<file path="src/rtl/bcd_sched_pkg.sv">
// Shared constants, FSM state type and the leading-zero blanking helper
// for the BCD conversion scheduler.
package bcd_sched_pkg;

  localparam int unsigned BIN_W     = 20;
  localparam int unsigned DIGITS    = 6;
  localparam int unsigned BCD_W     = 24;
  localparam int unsigned CONV_BITS = 20;
  localparam int unsigned MAX_DEC   = 999999;
  localparam logic [3:0]  BLANK_CODE = 4'hF;

  typedef enum logic [1:0] {
    IDLE,
    CONV,
    DONE
  } state_e;

  // Replace leading zero digits (from the top down) with the blank code; digit 0 is always kept.
  function automatic logic [BCD_W-1:0] blank_leading(input logic [BCD_W-1:0] bcd);
    logic lead;
    blank_leading = bcd;
    lead = 1'b1;
    for (int unsigned d = DIGITS - 1; d >= 1; d--) begin
      if (lead && (bcd[4*d +: 4] == 4'd0)) begin
        blank_leading[4*d +: 4] = BLANK_CODE;
      end else begin
        lead = 1'b0;
      end
    end
  endfunction

endpackage

</file>
<file path="src/rtl/bcd_shift_engine.sv">
// Shift-add-3 (double dabble) engine: one add-3-then-shift step per enabled cycle.
module bcd_shift_engine (
  input  logic        clk_i,
  input  logic        rst_n_i,
  input  logic        load_i,
  input  logic        step_i,
  input  logic [19:0] operand_i,
  output logic [23:0] digits_next_o
);
  import bcd_sched_pkg::*;

  logic [CONV_BITS-1:0] op_q;
  logic [BCD_W-1:0]     dig_q;
  logic [BCD_W-1:0]     adj;
  logic [CONV_BITS-1:0] op_next;

  always_comb begin
    adj = dig_q;
    for (int unsigned d = 0; d < DIGITS; d++) begin
      if (dig_q[4*d +: 4] >= 4'd5) begin
        adj[4*d +: 4] = dig_q[4*d +: 4] + 4'd3;
      end
    end
    digits_next_o = {adj[BCD_W-2:0], op_q[CONV_BITS-1]};
    op_next       = {op_q[CONV_BITS-2:0], 1'b0};
  end

  always_ff @(posedge clk_i or negedge rst_n_i) begin
    if (!rst_n_i) begin
      op_q  <= '0;
      dig_q <= '0;
    end else if (load_i) begin
      op_q  <= operand_i;
      dig_q <= '0;
    end else if (step_i) begin
      op_q  <= op_next;
      dig_q <= digits_next_o;
    end
  end

endmodule

</file>
<file path="src/rtl/bcd_convert_scheduler.sv">
// Round-robin scheduler sharing one binary-to-BCD engine among NUM_REQ requesters.
// Optional leading-zero blanking of the result: define BCD_SCHED_BLANK_EN.
module bcd_convert_scheduler #(
  parameter int unsigned NUM_REQ = 2,
  parameter int unsigned BIN_W   = 20
) (
  input  logic                     clk_i,
  input  logic                     rst_n_i,
  input  logic [NUM_REQ-1:0]       req_i,
  input  logic [NUM_REQ*BIN_W-1:0] bin_in_i,
  output logic [NUM_REQ-1:0]       grant_o,
  output logic                     busy_o,
  output logic                     done_o,
  output logic [1:0]               done_id_o,
  output logic [23:0]              bcd_out_o,
  output logic                     overflow_o
);
  import bcd_sched_pkg::*;

  state_e state_q, state_d;

  logic [1:0]           ptr_q;
  logic [4:0]           cnt_q;
  logic [NUM_REQ-1:0]   grant_q;
  logic                 done_q;
  logic [1:0]           done_id_q;
  logic [BCD_W-1:0]     bcd_q;
  logic                 overflow_q;
  logic                 job_ovf_q;
  logic [1:0]           job_id_q;

  logic                 found;
  logic [1:0]           win;
  logic [BIN_W-1:0]     sel_op;
  logic                 sel_ovf;
  logic [CONV_BITS-1:0] clamped;
  logic                 load, step;
  logic [BCD_W-1:0]     digits_next;
  logic [BCD_W-1:0]     result;

  // Search starts just after the last winner, wrapping around.
  always_comb begin
    found = 1'b0;
    win   = '0;
    for (int unsigned i = 1; i <= NUM_REQ; i++) begin
      int unsigned idx;
      idx = (32'(ptr_q) + i) % NUM_REQ;
      if (!found && |(req_i & (NUM_REQ'(1) << idx))) begin
        found = 1'b1;
        win   = 2'(idx);
      end
    end
    sel_op = '0;
    for (int unsigned i = 0; i < NUM_REQ; i++) begin
      if (32'(win) == i) sel_op = bin_in_i[i*BIN_W +: BIN_W];
    end
    sel_ovf = sel_op > BIN_W'(MAX_DEC);
    clamped = sel_ovf ? CONV_BITS'(MAX_DEC) : sel_op[CONV_BITS-1:0];
  end

  always_ff @(posedge clk_i or negedge rst_n_i) begin
    if (!rst_n_i) state_q <= IDLE;
    else          state_q <= state_d;
  end

  always_comb begin
    state_d = state_q;
    case (state_q)
      IDLE:    if (found) state_d = CONV;
      CONV:    if (cnt_q == 5'd0) state_d = DONE;
      DONE:    state_d = IDLE;
      default: state_d = IDLE;
    endcase
  end

  always_comb begin
    busy_o = (state_q != IDLE);
    load   = (state_q == IDLE) && found;
    step   = (state_q == CONV);
  end

  bcd_shift_engine u_engine (
    .clk_i         (clk_i),
    .rst_n_i       (rst_n_i),
    .load_i        (load),
    .step_i        (step),
    .operand_i     (clamped),
    .digits_next_o (digits_next)
  );

  always_comb begin
`ifdef BCD_SCHED_BLANK_EN
    result = blank_leading(digits_next);
`else
    result = digits_next;
`endif
  end

  // The result register takes the engine's final step directly so it is visible in the DONE cycle.
  always_ff @(posedge clk_i or negedge rst_n_i) begin
    if (!rst_n_i) begin
      ptr_q      <= 2'(NUM_REQ - 1);
      cnt_q      <= '0;
      grant_q    <= '0;
      done_q     <= 1'b0;
      done_id_q  <= '0;
      bcd_q      <= '0;
      overflow_q <= 1'b0;
      job_ovf_q  <= 1'b0;
      job_id_q   <= '0;
    end else begin
      grant_q <= '0;
      done_q  <= 1'b0;
      if (load) begin
        grant_q   <= NUM_REQ'(1) << win;
        ptr_q     <= win;
        cnt_q     <= 5'(CONV_BITS - 1);
        job_ovf_q <= sel_ovf;
        job_id_q  <= win;
      end
      if (step) begin
        if (cnt_q != 5'd0) begin
          cnt_q <= cnt_q - 5'd1;
        end else begin
          done_q     <= 1'b1;
          bcd_q      <= result;
          overflow_q <= job_ovf_q;
          done_id_q  <= job_id_q;
        end
      end
    end
  end

  assign grant_o    = grant_q;
  assign done_o     = done_q;
  assign done_id_o  = done_id_q;
  assign bcd_out_o  = bcd_q;
  assign overflow_o = overflow_q;

endmodule
</file>
<file path="config.mk">
export PLATFORM = sky130hd
export DESIGN_NAME = bcd_convert_scheduler
export DESIGN_NICKNAME = d
export VERILOG_FILES = /design/src/rtl/bcd_sched_pkg.sv /design/src/rtl/bcd_shift_engine.sv /design/src/rtl/bcd_convert_scheduler.sv
export SDC_FILE = /design/constraint.sdc
export NUM_CORES = 1
export LEC_CHECK = 0
export BUFFER_PORTS_ARGS = -buffer_cell sky130_fd_sc_hd__buf_2
export CORE_MARGIN = 1.5
export CORE_UTILIZATION = 40
export DETAILED_ROUTE_END_ITERATION = 8
export HOLD_SLACK_MARGIN = 0.15
export MAX_ROUTING_LAYER = met4
export PLACE_DENSITY = 0.62
export SKIP_CTS_REPAIR_TIMING = 1
export SYNTH_ARGS = -nofsm -noshare
export SYNTH_HDL_FRONTEND = slang
export SYNTH_SLANG_ARGS = --single-unit
</file>
<file path="constraint.sdc">
create_clock -name clk_i -period 2.3 [get_ports clk_i]
set_clock_uncertainty 0.15 [all_clocks]
set_input_delay 0.46 -clock clk_i [delete_from_list [all_inputs] [get_ports clk_i]]
set_output_delay 0.46 -clock clk_i [all_outputs]
set_load 0.05 [all_outputs]
</file>
==> summary.md <==
| Metric | Value |
|---|---|
| Outcome | `completed` |
| Clk pin slew, worst setup/hold paths | `0.09 ns` |
| R2R Setup Slk | `approximately 0.34 ns` |
| Ys flop type | `dfrtp_1` |
| GRT overflow | `0` |
| Post-Synth Adder-Cell Area | `3.79%` |
| Max Clk Rate | `~510 MHz` |
| Maximum number of pins on one net before global-route repair | `45` |
| Post-synthesis mux area share | `around 7%` |
| Clk sink count | `between 80 and 90` |
| N_diodes | `0` |
| Synth Area in Simple Gates | `between 15 and 20%` |
| Max cap viols | `0` |
| Die height | `~110 um` |
| Io pins | `75` |
| Fillcell total | `slightly above 1,000` |
| Post-route ant nets | `0` |
| Combinational Power Share | `about half` |
| Register area share after synthesis | `48.4%` |
| Final hold slack | `~0.21 ns` |
| Mapped Area | `4300 um2` |
| CP startpoint kind | `flip-flop` |
| TNS Setup | `0 ns` |
| I/O Buffers | `between 70 and 80` |
| Peak supply drop | `between 0.0005 and 0.0006 V` |
| Core Rows | `37` |
| Worst Path Arrival | `2.04 ns` |
| Net Count, Synth | `around 520` |
| Worst Hold Class | `in -> reg` |
| DR DRC count | `0` |
| CP max stage delay | `~0.46 ns` |
| Setup CP Type | `reg -> reg` |
| Layout area overhead | `18.2%` |
| Routability cong. | `slightly below 0.8` |
| Initial antenna violation count | `0` |
| Final WS setup | `approximately 0.34 ns` |
| Gr usage total | `between 10% and 20%` |
| Skew-Pair Late Insertion Delay | `between 0.3 and 0.4 ns` |
| Vias/cell | `between 5 and 6` |
| Internal power | `3.96 mW` |
| Tcrit/Tclk final | `a little under nine tenths` |
| Ys Warns | `0` |
| WL per Instance | `between 10 and 15 um` |
| Worst setup EP type | `flip-flop` |
| Most common cell after layout, fill and taps aside | `nand2_1` |
| Max clock buf depth | `2` |
| Worst min-delay path startpoint | `bin_in_i[37]` |
| CP cell instances | `or2_1, or2_2, a2111oi_0, a211oi_1` |
| Via count | `roughly 3,500` |
| Die area | `around 11,000 um2` |
| Most frequent cells in the layout | `nand2_1 (88), dfrtp_1 (82), buf_2 (72)` |
| Vias in the first global route | `between 3,000 and 4,000` |
| FF-to-FF End | `u_engine.op_q[14]$_DFFE_PN0P_` |
| RSZ-0062 raised after global routing | `no` |
| Finish-stage setup viols | `0` |
| Share of layout cells above drive strength 1 | `23.0%` |
| Detailed placement HPWL | `around 6700 um` |
| Final Routed Wirelength | `between 9000 and 10,000 um` |
| Top cell type by total area after synthesis | `dfrtp_1` |
| CTS tree | `yes` |
| Initial core utilization | `41.4%` |
| TritonRoute pass-1 iters | `4` |
| Critical-path top delay cell | `or2_2` |
| Cell variety after synth | `44` |
| Number of synthesized register bits | `83` |
| Largest fanout on the critical path | `18` |
| Minimum clock period | `1.96 ns` |
| CTS Buf Count | `9` |
| Final Total Pwr | `approximately 7.2 mW` |
| Final Max Slew Viols | `0` |
| Compound-Gate Fraction of Synth Area | `between 10% and 20%` |
| Sw Ratio | `between 40% and 50%` |
| Async SR Flop Fraction | `100%` |
| Pwr dens | `~1400 nW/um2` |
| Clock root cell | `clkbuf_8` |
| Worst r2r src | `state_q[0]$_DFFE_PN0P_` |
| CTS H-tree lvls | `3` |
| Register share of total power | `between 30 and 40%` |
| CORE AREA | `between 10,000 and 15,000 um2` |
| Fin. Hold Viols | `0` |
| Post-synth EDFFs | `0` |
| Global-route wire length before repair | `~16,000 um` |
| Psw | `~3.3 mW` |
| Pre-CTS setup slack | `0.270 ns` |
| Cells after Synth | `462` |
| Static Leakage | `2.49 nW` |
| Largest family of logic cells by synthesized area | `simple AND/OR/NAND/NOR gates` |
| Worst R2R Path Depth | `4` |
| DR iter-0 viols | `around 140` |
| Depth of the worst hold-timing path | `3` |
| Syn avg cell area | `9.30 um2` |
| Nets@finish | `between 500 and 600` |
| Hold path endpoint | `u_engine.op_q[17]$_DFFE_PN0P_` |
| Clock power share | `approximately 16%` |
| Top cell type's share of synthesized area | `roughly 48%` |
| CP Data Required Time | `around 2.4 ns` |
| Xor/xnor share of the synthesized area | `about 1.2%` |
| Synth top area cells | `dfrtp_1 (48%), nand2_1 (7.7%), o21ai_0 (5.1%)` |
| Die X | `107 um` |
-- critical path: cells and delay by family (launching register included) --
| family | cells | cell delay (ns) |
|---|---|---|
| compound gates | 2 | 0.54 |
| simple gates | 2 | 0.71 |
| flops | 1 | 0.43 |
-- worst max-delay path by stage --
| stage | startpoint | to | depth (start not counted) |
|---|---|---|---|
| after CTS | cnt_q[0]$_DFF_PN0_ | bcd_out_o[10]$_DFFE_PN0P_ | 6 |
| after global routing | state_q[0]$_DFFE_PN0P_ | u_engine.op_q[14]$_DFFE_PN0P_ | 4 |
| after global placement | req_i[1] | u_engine.op_q[9]$_DFFE_PN0P_ | 7 |
| after floorplan | state_q[1]$_DFFE_PN0P_ | u_engine.op_q[14]$_DFFE_PN0P_ | 5 |
| after detailed placement | req_i[1] | u_engine.op_q[2]$_DFFE_PN0P_ | 7 |
| final | state_q[0]$_DFFE_PN0P_ | u_engine.op_q[14]$_DFFE_PN0P_ | 4 |
-- power groups by stage --
stage / clock [mW] / sequential, mW / combinational (mW)
4_1_cts: 1.14 / 2.57 / 3.57
2_1_floorplan: 0 / 3.21 / 2.07
6_report: 1.12 / 2.57 / 3.54
3_5_place_dp: 0 / 2.60 / 3.56
5_1_grt: 1.20 / 2.66 / 3.98
3_3_place_gp: 0 / 2.57 / 3.48
-- per-stage QoR --
step                      instances  utilization [%]  cell area [um2]
final                           679             49.0             5080
after global routing            679             49.0             5080
after CTS                       678             48.9             5070
after detailed placement        662             46.8             4860
after global placement          662             46.8             4860
after floorplan                 462                -             4300
-- cell type report --
type / instances / area, um2 / area share, %
tap: 136 / 170 / 3.35
clock inverter: 6 / 72.6 / 1.43
inverter: 18 / 67.6 / 1.33
sequential: 83 / 2080 / 40.9
clock buffer: 10 / 138 / 2.71
multi-input combinational: 334 / 2030 / 39.9
timing repair buffer: 92 / 526 / 10.3
-- layer usage --
layer / vias to the layer above / wire (um) / track usage [%]
met4: 0 / 114 / 4.57
li1: 1771 / - / -
met1: 1664 / 4570 / 24.0
met2: 83 / 4370 / 29.2
met5: - / 0 / -
met3: 9 / 423 / 3.95
-- synth_stat cells (6+ instances only) --
library cell / instances
mux2i_1: 21
dfrtp_1: 82
a31oi_1: 11
clkbuf_1: 14
o31ai_1: 10
xnor2_1: 6
a21oi_1: 16
nor2_1: 25
nand3_1: 9
a41oi_1: 7
a22o_1: 8
a21o_1: 6
nor3_1: 16
ha_1: 13
o21ai_0: 44
and3_1: 9
nand2_1: 88
buf_2: 9
nand2b_1: 6
inv_1: 17
mux2_2: 8
-- kinds of logic (layout without fill, tap and decap cells) --
logic type	Yosys count	in the layout
compound gates	114	114
xor+xnor	6	6
fa+ha+maj	13	13
buf+inv	45	126
flops	83	83
mux	29	29
other cells	1	1
simple gates	171	171
-- flip-flops by register name (all words and copies together) (netlist names) --
name            flops
state_q             2
done_id_o           1
done_o              1
bcd_out_o          24
job_id_q            1
u_engine.dig_q     24
job_ovf_q           1
ptr_q               1
grant_o             2
u_engine.op_q      20
cnt_q               5
overflow_o          1
Note: power is estimated with default switching activity, not from simulation.
